**src/rtl/bcd_to_bin_seq.sv**
```systemverilog
// Sequential packed-BCD to binary converter (reverse double-dabble, one bit per clock).
// Define BCD2BIN_CHECK_EN to flag digits > 9 on err and force bin_out to 0 for them.
module bcd_to_bin_seq #(
    parameter int DIGITS = 4,
    parameter int BIN_W  = 14
) (
    input  logic                clk,
    input  logic                reset_p,
    input  logic                start,
    input  logic [4*DIGITS-1:0] bcd_in,
    output logic                busy,
    output logic                done,
    output logic [BIN_W-1:0]    bin_out,
    output logic                err
);

    localparam int HALF  = 4 * DIGITS;
    localparam int SR_W  = 2 * HALF;
    localparam int CNT_W = $clog2(HALF);
    localparam logic [CNT_W-1:0] LAST = CNT_W'(HALF - 1);

    localparam logic [1:0] S_IDLE = 2'd0;
    localparam logic [1:0] S_CONV = 2'd1;
    localparam logic [1:0] S_DONE = 2'd2;

    logic [1:0]       state;
    logic [SR_W-1:0]  sr;
    logic [SR_W-1:0]  sr_step;
    logic [CNT_W-1:0] cnt;

    // One reverse double-dabble step: shift right, then correct upper-half nibbles >= 8.
    always_comb begin
        sr_step = sr >> 1;
        for (int i = 0; i < DIGITS; i++) begin
            if (sr_step[HALF + 4*i + 3])
                sr_step[HALF + 4*i +: 4] = sr_step[HALF + 4*i +: 4] - 4'd3;
        end
    end

`ifdef BCD2BIN_CHECK_EN
    logic bad;
    logic digit_bad;

    always_comb begin
        digit_bad = 1'b0;
        for (int i = 0; i < DIGITS; i++) begin
            if (bcd_in[4*i +: 4] > 4'd9)
                digit_bad = 1'b1;
        end
    end
`else
    assign err = 1'b0;
`endif

    // DONE samples start like IDLE so back-to-back conversions are spaced 4*DIGITS+1 cycles.
    always_ff @(posedge clk or posedge reset_p) begin
        if (reset_p) begin
            state   <= S_IDLE;
            busy    <= 1'b0;
            done    <= 1'b0;
            bin_out <= '0;
            sr      <= '0;
            cnt     <= '0;
`ifdef BCD2BIN_CHECK_EN
            bad     <= 1'b0;
            err     <= 1'b0;
`endif
        end else begin
            done <= 1'b0;
            case (state)
                S_IDLE, S_DONE: begin
                    if (start) begin
                        sr    <= {bcd_in, {HALF{1'b0}}};
                        cnt   <= '0;
                        state <= S_CONV;
                        busy  <= 1'b1;
`ifdef BCD2BIN_CHECK_EN
                        bad   <= digit_bad;
`endif
                    end else begin
                        state <= S_IDLE;
                        busy  <= 1'b0;
                    end
                end
                S_CONV: begin
                    sr  <= sr_step;
                    cnt <= cnt + 1'b1;
                    if (cnt == LAST) begin
                        state <= S_DONE;
                        done  <= 1'b1;
`ifdef BCD2BIN_CHECK_EN
                        bin_out <= bad ? '0 : sr_step[BIN_W-1:0];
                        err     <= bad;
`else
                        bin_out <= sr_step[BIN_W-1:0];
`endif
                    end
                end
                default: begin
                    state <= S_IDLE;
                    busy  <= 1'b0;
                end
            endcase
        end
    end

endmodule

```
**config.mk**
```make
export PLATFORM = sky130hd
export DESIGN_NAME = bcd_to_bin_seq
export DESIGN_NICKNAME = d
export VERILOG_FILES = /design/src/rtl/bcd_to_bin_seq.sv
export SDC_FILE = /design/constraint.sdc
export NUM_CORES = 1
export LEC_CHECK = 0
export ABC_AREA = 1
export BUFFER_PORTS_ARGS = -buffer_cell sky130_fd_sc_hd__buf_4
export CORE_UTILIZATION = 51
export CTS_CLUSTER_SIZE = 8
export DETAILED_ROUTE_END_ITERATION = 12
export GPL_TIMING_DRIVEN = 0
export PLACE_DENSITY_LB_ADDON = 0.08
export SLEW_MARGIN = 20
export SYNTH_ARGS = -nofsm -noshare
export SYNTH_HDL_FRONTEND = slang
export SYNTH_SLANG_ARGS = --single-unit
export TNS_END_PERCENT = 5
```
**constraint.sdc**
```tcl
create_clock -name clk -period 1.3 [get_ports clk]
set_input_delay 0.13 -clock clk [delete_from_list [all_inputs] [get_ports clk]]
set_output_delay 0.13 -clock clk [all_outputs]
set_load 0.005 [all_outputs]
```
Word level (Yosys, flattened, before mapping)
Index checks and enable logic that the tools add are counted.
W data, S select, Z words.
{"block": "word_totals", "regBits": 54, "latchBits": 0, "mem_bits_rw": 0, "rom_bits": 0, "input_bits": 19, "word_cells": 34, "mem_count": 0}
{"block": "classes", "n_addsub": 4, "mul": 0, "div_mod_pow": 0, "n_lt_le_gt_ge": 0, "eq_ne": 5, "shift": 0, "n_mux": 14, "bitwise_logic": 0, "reduce_logical": 5}
{"op": "$pmux W32 S2", "n": 1}
{"op": "$mux W32", "n": 1}
{"op": "$mux W4", "n": 4}
{"op": "$sub A4 B2 Y4 const B", "n": 3}
{"op": "$pmux W4 S2", "n": 1}
{"op": "$add A4 B1 Y4 const B", "n": 1}
{"op": "$eq A4 B4 Y1 const B", "n": 1}
{"op": "$mux W1", "n": 4}
{"op": "$ne A2 B2 Y1 const B", "n": 2}
{"op": "$pmux W2 S2", "n": 1}
{"op": "$reduce_and A2 Y1", "n": 2}
{"op": "$eq A2 B1 Y1 const B", "n": 1}
{"op": "$eq A2 B2 Y1 const B", "n": 1}
{"op": "$logic_not A2 Y1", "n": 1}
{"op": "$mux W2", "n": 1}
{"op": "$pmux W1 S2", "n": 1}
{"op": "$reduce_bool A2 Y1", "n": 1}
{"op": "$reduce_or A2 Y1", "n": 1}

Depth between registers and ports, before layout
Gate-level depths: netlist of the first run.
{"block": "logic_depth", "ltp_word": 4, "ltp_mapped": 8, "depth_no_buf": 6}

Worst setup path after synthesis of the first run
OpenSTA, ideal clock, no wires.
{"block": "synth_path", "path_kind": "reg-to-reg", "from": "reg cnt[0]", "to": "reg bin_out[0]", "arrival_ns": 1.080, "t_required_ns": 1.177, "path_slack_ns": 0.097, "stages_incl_launch_ff": 6, "n_path_buf": 1, "synth_period_minus_slack_ns": 1.203, "path_cell_list": "dfrtp_1 > ha_1 > nand3_4 > buf_6 > o21ai_0 > nand2_1"}
{"block": "synth_between", "elab_chain_len": 2}
{"element": "from (decl)", "line_no": "29", "rtl": "logic [CNT_W-1:0] cnt;"}
{"element": "from (signal assigned)", "line_no": "87", "rtl": "cnt <= cnt + 1'b1;"}
{"element": "$eq A4 B4 Y1", "line_no": "88", "rtl": "if (cnt == LAST) begin"}
{"element": "$reduce_and A2 Y1 (no source line)"}
{"element": "to (signal assigned)", "line_no": "95", "rtl": "bin_out <= sr_step[BIN_W-1:0];"}
{"element": "to (decl)", "line_no": "13", "rtl": "output logic [BIN_W-1:0] bin_out,"}
No other way between the ends.
A chain may end at the register's enable or synchronous reset.

Worst setup path after layout of the first run
{"block": "layout_path", "from": "reg state[0]", "to": "reg sr[20]"}
{"block": "layout_between", "elab_chain_len": 4}
{"element": "from (decl)", "line_no": "26", "rtl": "logic [1:0] state;"}
{"element": "from (signal assigned)", "line_no": "58", "rtl": "state <= S_IDLE;"}
{"element": "from (signal assigned)", "line_no": "75", "rtl": "state <= S_CONV;"}
{"element": "from (signal assigned)", "line_no": "81", "rtl": "state <= S_IDLE;"}
{"element": "$eq A2 B2 Y1 or $logic_not A2 Y1 (tied branches)", "line_no": "70", "rtl": "case (state)"}
{"element": "$reduce_or A2 Y1", "line_no": "70"}
{"element": "$ne A2 B2 Y1 (no source line) or $reduce_bool A2 Y1 (tied branches)"}
{"element": "$reduce_and A2 Y1 (no source line)"}
{"element": "to (signal assigned)", "line_no": "73", "rtl": "sr <= {bcd_in, {HALF{1'b0}}};"}
{"element": "to (signal assigned)", "line_no": "86", "rtl": "sr <= sr_step;"}
{"element": "to (decl)", "line_no": "27", "rtl": "logic [SR_W-1:0] sr;"}
Several ways; a longest one is shown, not always the timed one.

==> run summary, run 1 <==
Run status = completed
Root cell of the clock tree = sky130_fd_sc_hd__clkbuf_8
Area of the multi-input gates = 898 um2
Library cell with the largest summed area after synthesis = sky130_fd_sc_hd__dfrtp_1
Vias after detailed routing = 1,900
Max-Slew Margin vs Limit = 64.4%
Clk sink count = 53
Core Region = 4470 um2
Area of the mapped netlist = 2420 um2
CP Buf/Inv Count = 3
Critical path data required time = 1.55 ns
Routability congestion estimate = 0.783
Critical Path Fanout Max = 10
Timing-limited maximum frequency = 831 MHz
Power Total = 6.88 mW
Max-cap viol count = 0
Max H-tree Level = 2
Switching share of power = 39.3%
CTS tree = yes
Via count of the first global-routing pass = 1,761
Startpoint types = register
Part of the Yosys area used for sequential elements = 54.7%
Number of buffers between clock root and the deepest sink = 2
Starting utilization of the core area = 54.2%
Dominant cells by area after synthesis = sky130_fd_sc_hd__dfrtp_1 (55%), sky130_fd_sc_hd__nand2_1 (15%), sky130_fd_sc_hd__nand3_1 (5.0%)
Via/cell ratio = 4.96
Worst path max stage delay = 0.39 ns
Post-DP HPWL = 3.26 mm
Die Footprint = 5030 um2
Syn nets = 306
Total Wirelength = 4.68 mm
Max Transition Viols Final = 0
First-pass GRT wire length = 7.94 mm
Number of CTS-inserted buffers = 5
Cells after synthesis = 283
Number of warning messages in the yosys log = 0
Critical Path End Type = register
Number of nets in the layout = 353
Placed cell areas = 2770 um2
Aggregate global routing overflow = 0
Fill count = 411
Total non-filler cell area in the finished layout = 2920 um2
Drt initial violations = 117
Maximum ir drop on the vdd rail = 1.17 mV
Final cell count without fillers = 383
Leakage power summed over all cells = 1.49 nW
Final hold violation count = 0
Final setup violation count = 0
Worst endpoint data arrival time = 1.45 ns
Worst hold-check path type = in2reg
# rows = 24
Share of power burned in registers = 42.2%
Relative area change from synthesis to final layout = 20.4%
Power density of the placed cells = 2360 nW/um2
Cell-internal power = 4.18 mW
Number of antenna violations at the first check in global routing = 0
Aggregate global-route resource usage = 20.5%
Die outline height = 70.9 um
Maximum number of pins on one net before global-route repair = 31
Worst Setup Path Type = reg2reg
Critical path's slowest cell = sky130_fd_sc_hd__dfrtp_1
Worst-path cell chain = nand2_1 -> buf_6 -> nand2_2 -> inv_2 -> buf_6 -> nand2_1 -> nand3_1
Power share of the combinational group = 44.7%
Setup slack of the worst register-to-register path = 0.1 ns
Share of the synthesized area in the top cell type = 54.7%
Synth Register Bits = 53
Number of distinct standard cells referenced by the synthesized netlist = 24
Residual DRC = 0
Antenna diode instance count = 0
Sequential cell area = 1330 um2
Cell family with most CP delay = buffers and inverters
Met2 wire length = 2.13 mm
Net switching power = 2.71 mW
DP Worst Slack = -0.0421 ns
Later-pin clock latency in the skew report = 0.31 ns
Chip Width = 70.9 um
Number of I/O pins = 36
Syn avg cell area = 8.56 um2
Period utilisation layout = 92.5%
Wire length on met1 = 2.35 mm
Worst clock skew = 0.00576 ns
Clock-pin slew of the registers on the worst-case setup and hold paths = 0.09 ns
Highest metal used = met4
Part of the power in the clock network = 13.1%
Number of port buffers = 34
TritonRoute pass-1 iters = 6
Routed wire length per instance = 12.2 um
Worst slew pin tran = 0.532 ns
Post-route antenna net violation count = 0
DR WL met3 = 143 um
Layout cells sized above 1 = 22.1%
Shortest period the worst path allows = 1.20 ns
Setup ws final = 0.0970 ns
Placed Cells incl. Taps = 370
## synth_stat cells (all sizes together)
cell type,instances
o22ai,13
clkbuf,2
a21oi,4
xnor2,1
o21ai,20
clkinv,1
ha,4
nor2,16
nand4,1
dfrtp,53
conb,1
buf,12
inv,29
nand2,97
or2,4
nand3,25
## timing repair
| action | CTS | global route |
|---|---|---|
| hold buffers | 1 | 0 |
| resized for setup | 1 | 7 |
| hold endpoints to repair | 23 | 0 |
| setup buffers | 2 | 2 |
| setup endpoints to repair | 9 | 18 |
## metrics by stage
stage                     setup TNS, ns  util, %  hold slack [ns]
after floorplan                       0        -            0.191
after global placement           -0.121     61.4            0.333
after detailed placement         -0.236     61.9            0.214
after CTS                             0     64.4           0.0192
after global routing           -0.00157     65.2           0.0343
final                                 0     65.2           0.0235
## power by group through the flow
stage          Sequential (mW)  Combinational (mW)  Clock, mW
6_report                  2.90                3.07      0.904
5_1_grt                   3.00                3.57      0.991
4_1_cts                   2.89                3.04      0.932
3_5_place_dp              2.94                2.96          0
3_3_place_gp              2.92                2.86          0
2_1_floorplan             2.87                2.06          0
## state kept, by name, summed over array words and instances (netlist names)
signal and count:
sr 31, bin_out 14, cnt 4, state 2, busy 1, done 1
## worst min-delay path: cells and delay by family
family / cells / cell delay [ns]
buf+inv: 1 / 0.08
simple gates: 2 / 0.09
## layout by cell type (no fill, tap or decap), drive strengths merged
| master | instances |
|---|---|
| nand4 | 1 |
| conb | 1 |
| clkinv | 2 |
| nand3 | 25 |
| xnor2 | 1 |
| ha | 4 |
| dlygate4sd3 | 1 |
| nor2 | 16 |
| buf | 51 |
| clkinvlp | 3 |
| clkbuf | 7 |
| or2 | 4 |
| dfrtp | 53 |
| o22ai | 13 |
| o21ai | 20 |
| a21oi | 4 |
| nand2 | 97 |
| inv | 28 |
## worst paths after layout
| kind | from | to | depth (start not counted) |
|---|---|---|---|
| worst max-delay path | state[0] | sr[20] | 7 |
| worst min-delay path | bcd_in[15] | sr[31] | 3 |
| worst max register to register | state[0] | sr[20] | 7 |
| worst min register to register | sr[14] | bin_out[13] | 2 |
| max in group asynchronous | reset_p | bin_out[13] | 4 |
| min in group asynchronous | reset_p | sr[19] | 3 |
## kinds of logic after synthesis
| family | Yosys count | share of synthesized area [%] |
|---|---|---|
| AND/OR/NAND/NOR | 143 | 25.5 |
| flip-flops | 53 | 54.7 |
| AO/OA/AOI/OAI | 37 | 8.31 |
| buffers and inverters | 44 | 8.93 |
| other | 1 | 0.155 |
| adder cells (fa/ha/maj) | 4 | 2.07 |
| XOR/XNOR | 1 | 0.361 |
## per-layer routing
metal	global-route usage (%)	up-vias
met1	28.2	870
met5	0	-
met4	6.00	0
met3	4.27	5
li1	-	988
met2	33.2	37
## layout make-up
class | count | share of cell area [%]
clock buffer | 5 | 2.36
multi-input combinational | 186 | 30.8
buffer | 14 | 3.69
clock inverter | 3 | 0.600
sequential | 53 | 45.4
timing repair buffer | 40 | 10.8
inverter | 30 | 4.11
tap | 52 | 2.23
Power figures use the tool's default switching activity.
==> inputs of run 2 (changes only) <==
- CTS_BUF_LIST: not set -> sky130_fd_sc_hd__clkbuf_16
- CTS_CLUSTER_DIAMETER: not set -> 50
==> run 2 against run 1 <==
Compared with the run above:
- cell count stayed put
- sequential share of layout area fell by 0.71 points
- global-route usage grew 0.13 points
- clock power rose by 42%
- die area unchanged
- register-to-register slack worse by 0.05 ns
- maximum frequency fell by 3.9%
- sequential cell count unchanged
- utilization grew 1.0 points
- count of clock-buffer cells in the layout is the same
- first-iteration DRC count shrank 2.6%
- routed wire length fell by 0.58%
==> run summary, run 2 (same netlist as run 1, synthesis figures left out) <==
Stages on worst setup path = 5
Placed cell areas = 2770 um2
Worst endpoint data arrival time = 1.42 ns
Via count of the first global-routing pass = 1,769
CTS tree = yes
Maximum ir drop on the vdd rail = 1.21 mV
Max-Slew Margin vs Limit = 64.2%
Period utilisation layout = 96.3%
Starting utilization of the core area = 54.2%
Residual DRC = 0
Drt initial violations = 114
Worst clock skew = 0.00304 ns
Routed wire length per instance = 12.1 um
Number of CTS-inserted buffers = 5
Run status = completed
Vias after detailed routing = 1,905
Post-DP HPWL = 3.26 mm
Number of I/O pins = 36
Clock-pin slew of the registers on the worst-case setup and hold paths = 0.07 ns
TritonRoute pass-1 iters = 6
Worst Setup Path Type = reg2reg
Worst hold path cell count = 3
Root cell of the clock tree = sky130_fd_sc_hd__clkbuf_16
Via/cell ratio = 4.97
Number of antenna violations at the first check in global routing = 0
Timing-limited maximum frequency = 799 MHz
First-pass GRT wire length = 8.00 mm
Worst hold-check path type = in2reg
Fill count = 392
Number of buffers between clock root and the deepest sink = 2
Final hold violation count = 0
Max Transition Viols Final = 0
Critical path data required time = 1.47 ns
Number of port buffers = 34
Aggregate global routing overflow = 0
Placed Cells incl. Taps = 370
Layout cells sized above 1 = 22.1%
Later-pin clock latency in the skew report = 0.29 ns
Total Wirelength = 4.65 mm
Power density of the placed cells = 2440 nW/um2
Number of nets in the layout = 353
Worst path max stage delay = 0.37 ns
Power Total = 7.24 mW
Critical Path Fanout Max = 10
RSZ-0062 raised after global routing = true
Die outline height = 70.9 um
CP Buf/Inv Count = 1
Leakage power summed over all cells = 1.52 nW
Regs by FF count = sr (31), bin_out (14), cnt (4)
Worst-path cell chain = ha_2 -> nand3_4 -> buf_6 -> o21ai_0 -> nand2_1
Max-cap viol count = 0
Leading cell type in the layout, fill and taps excluded = sky130_fd_sc_hd__nand2_1
DP Worst Slack = -0.0421 ns
Max H-tree Level = 2
Critical path's slowest cell = sky130_fd_sc_hd__dfrtp_1
Most frequent cells in the layout = sky130_fd_sc_hd__nand2_1 (94), sky130_fd_sc_hd__dfrtp_1 (53), sky130_fd_sc_hd__buf_4 (40)
Reg2reg path depth = 5
Total non-filler cell area in the finished layout = 2970 um2
Final setup violation count = 0
Share of the core filled with cells in the final layout = 66.3%
Shortest period the worst path allows = 1.25 ns
Antenna diode instance count = 0
Core Region = 4470 um2
Setup ws final = 0.0485 ns
Post-route antenna net violation count = 0
Clk sink count = 53
Die Footprint = 5030 um2
Worst slew pin tran = 0.536 ns
Cell family with most CP delay = flip-flops
Relative area change from synthesis to final layout = 22.4%
Number of flip-flops in the largest register = 31
Maximum number of pins on one net before global-route repair = 31
Final cell count without fillers = 383
Routability congestion estimate = 0.783
Chip Width = 70.9 um
Aggregate global-route resource usage = 20.7%
Startpoint types = register
Register with the highest flop count = sr
Critical Path End Type = register
# rows = 24
## run 2: cell counts in the layout (fill, tap and decap cells not counted)
No cell type changed its count.
## run 2: where the power goes
group | switching (mW) | internal [mW] | leakage, nW
clock | 0.570 | 0.706 | 0.0696
sequential | 0.472 | 2.42 | 0.655
combinational | 1.69 | 1.38 | 0.793
## run 2: layout make-up
| class | count | area [um2] | area share (%) |
|---|---|---|---|
| inverter | 30 | 120 | 4.05 |
| sequential | 53 | 1330 | 44.7 |
| clock inverter | 3 | 17.5 | 0.591 |
| multi-input combinational | 186 | 888 | 30.0 |
| timing repair buffer | 40 | 315 | 10.6 |
| buffer | 14 | 108 | 3.63 |
| clock buffer | 5 | 125 | 4.22 |
| tap | 52 | 65.1 | 2.19 |
## run 2: routing by layer
layer,GRT usage (%),part of all wire [%],vias up
met5,0,0,-
met3,4.27,2.9,7
met2,33.3,46,31
li1,-,-,994
met1,28.2,49,873
met4,6.67,1.4,0
## run 2: worst min-delay path: cells and delay by family
kind	cells	cell delay, ns
and+or+nand+nor	2	0.09
buffers and inverters	1	0.08
## run 2: worst paths after layout
kind,slack [ns],start,to
worst max-delay path,0.05,cnt[1],bin_out[3]
worst min-delay path,0.04,bcd_in[15],sr[31]
worst max register to register,0.05,cnt[1],bin_out[3]
worst min register to register,0.47,sr[14],bin_out[13]
max in group asynchronous,0.34,reset_p,bin_out[10]
min in group asynchronous,0.45,reset_p,sr[19]
## run 2: timing repair
| item | 4_1_cts | 5_1_grt |
|---|---|---|
| hold buffers | 1 | 0 |
| buffers inserted | 2 | 2 |
| endpoints found under the setup margin | 9 | 22 |
| endpoints found under the hold margin | 23 | 0 |
| gates resized for setup | 1 | 6 |
## run 2: metrics by stage
step                      hold WS [ns]  TNS, ns
after floorplan                  0.191        0
after global placement           0.333   -0.121
after detailed placement         0.214   -0.236
after CTS                       0.0411        0
after global routing            0.0609  -0.0835
final                           0.0435        0
==> inputs of run 3 (changes only) <==
- BUFFER_PORTS_ARGS: -buffer_cell sky130_fd_sc_hd__buf_4 -> -buffer_cell sky130_fd_sc_hd__buf_2
==> run 3 against run 2 <==
Compared with the run above:
- cell count fell by 0.78%
- hold slack improved by 0.0030 ns
- sequential power barely moved
- sequential cell count did not move
- clock power barely moved
- utilization fell by 2.2 points
- final area fell by 3.2%
- register-to-register slack barely moved
- clock skew rose by 0.0020 ns
- highest routed layer unchanged
==> run summary, run 3 (same netlist as run 1, synthesis figures left out) <==
Run status = completed
Worst-path cell chain = ha_4 -> nand3_4 -> buf_6 -> o21ai_0 -> nand2_1
Critical Path End Type = register
Via/cell ratio = 5.01
Worst endpoint data arrival time = 1.41 ns
Maximum ir drop on the vdd rail = 1.11 mV
Start of the worst register-to-register path = cnt[1]
Number of flip-flops in the largest register = 31
Worst slew pin tran = 0.509 ns
Critical Path Fanout Max = 10
Starting utilization of the core area = 54.2%
Max H-tree Level = 2
RSZ-0062 raised after global routing = true
Maximum number of pins on one net before global-route repair = 33
Startpoint of the most critical setup path = cnt[1]
Shortest period the worst path allows = 1.24 ns
Power density of the placed cells = 2470 nW/um2
Placed Cells incl. Taps = 370
Die Footprint = 5030 um2
Worst hold-check path type = in2reg
Critical path data required time = 1.47 ns
Total non-filler cell area in the finished layout = 2870 um2
Setup tns final = 0 ns
Final cell count without fillers = 380
Regs by FF count = sr (31), bin_out (14), cnt (4)
CTS tree = yes
Later-pin clock latency in the skew report = 0.29 ns
Most frequent cells in the layout = sky130_fd_sc_hd__nand2_1 (94), sky130_fd_sc_hd__dfrtp_1 (52), sky130_fd_sc_hd__buf_2 (39)
Placed cell areas = 2680 um2
Post-route antenna net violation count = 0
Stages on worst setup path = 5
Max-cap viol count = 0
# rows = 24
Via count of the first global-routing pass = 1,785
Post-DP HPWL = 3.23 mm
Aggregate global routing overflow = 0
Number of I/O pins = 36
Power Total = 7.09 mW
Total Wirelength = 4.68 mm
Startpoint types = register
Routability congestion estimate = 0.781
Aggregate global-route resource usage = 21.0%
First-pass GRT wire length = 8.13 mm
Reg2reg path depth = 5
CP Buf/Inv Count = 1
Period utilisation layout = 95.6%
Clock-pin slew of the registers on the worst-case setup and hold paths = 0.07 ns
Die outline height = 70.9 um
Critical path's slowest cell = sky130_fd_sc_hd__dfrtp_2
Worst hold path cell count = 3
Leading cell type in the layout, fill and taps excluded = sky130_fd_sc_hd__nand2_1
Timing-limited maximum frequency = 805 MHz
Area of the multi-input gates = 898 um2
Antenna diode instance count = 0
Worst path max stage delay = 0.41 ns
Core Region = 4470 um2
Final setup violation count = 0
Max-Slew Margin vs Limit = 66.0%
Final hold violation count = 0
Setup slack of the worst register-to-register path = 0.06 ns
DP Worst Slack = -0.0648 ns
TritonRoute pass-1 iters = 6
Setup ws final = 0.0574 ns
Sequential cell area = 1330 um2
Number of nets in the layout = 350
Worst clock skew = 0.00503 ns
Vias after detailed routing = 1,904
Fill count = 390
Worst Setup Path Type = reg2reg
Number of antenna violations at the first check in global routing = 0
Worst hold margin = 0.0465 ns
Max Transition Viols Final = 0
Residual DRC = 0
Relative area change from synthesis to final layout = 18.4%
Layout cells sized above 1 = 21.3%
Cell family with most CP delay = flip-flops
Number of buffers between clock root and the deepest sink = 2
Drt initial violations = 130
Share of the core filled with cells in the final layout = 64.1%
Number of CTS-inserted buffers = 5
Number of port buffers = 34
HP Start = bcd_in[15]
Register with the highest flop count = sr
Clk sink count = 53
Leakage power summed over all cells = 1.48 nW
Root cell of the clock tree = sky130_fd_sc_hd__clkbuf_16
Routed wire length per instance = 12.3 um
Chip Width = 70.9 um
run 3: path summary, 6_finish.rpt:
path,to
worst min register to register,bin_out[11]
min in group asynchronous,sr[19]
worst max-delay path,bin_out[3]
max in group asynchronous,cnt[1]
worst max register to register,bin_out[3]
worst min-delay path,sr[31]
run 3: per-layer routing:
layer,GRT usage [%],wire (um),up-vias
met3,3.42,157,5
li1,-,-,980
met4,7.33,63,0
met1,29.4,2310,877
met2,33.4,2140,42
met5,0,0,-
run 3: report_power, final:
group	switching (mW)	total (mW)	leakage, nW	internal, mW
combinational	1.67	2.89	0.753	1.22
clock	0.580	1.29	0.0712	0.707
sequential	0.485	2.91	0.654	2.43
total	2.74	7.09	1.48	4.35
run 3: layout make-up:
class | instances | area share, %
repair buffers | 37 | 7.24
plain buffers | 14 | 3.75
inverters | 30 | 4.19
flip-flops and latches | 53 | 46.3
clock inverters | 3 | 0.611
well taps | 52 | 2.27
multi-input cells | 186 | 31.3
clock buffers | 5 | 4.36
run 3: tightest hold or removal path, cell delays in order:
cell and delay (ns):
sky130_fd_sc_hd__buf_2 0.07, sky130_fd_sc_hd__nand2_1 0.04, sky130_fd_sc_hd__nand2_1 0.05
run 3: what timing repair did:
action	CTS	global route
setup buffers	1	0
setup endpoints to repair	9	23
gates resized for setup	2	5
hold endpoints to repair	21	0
cloned	0	0
hold buffers	1	0
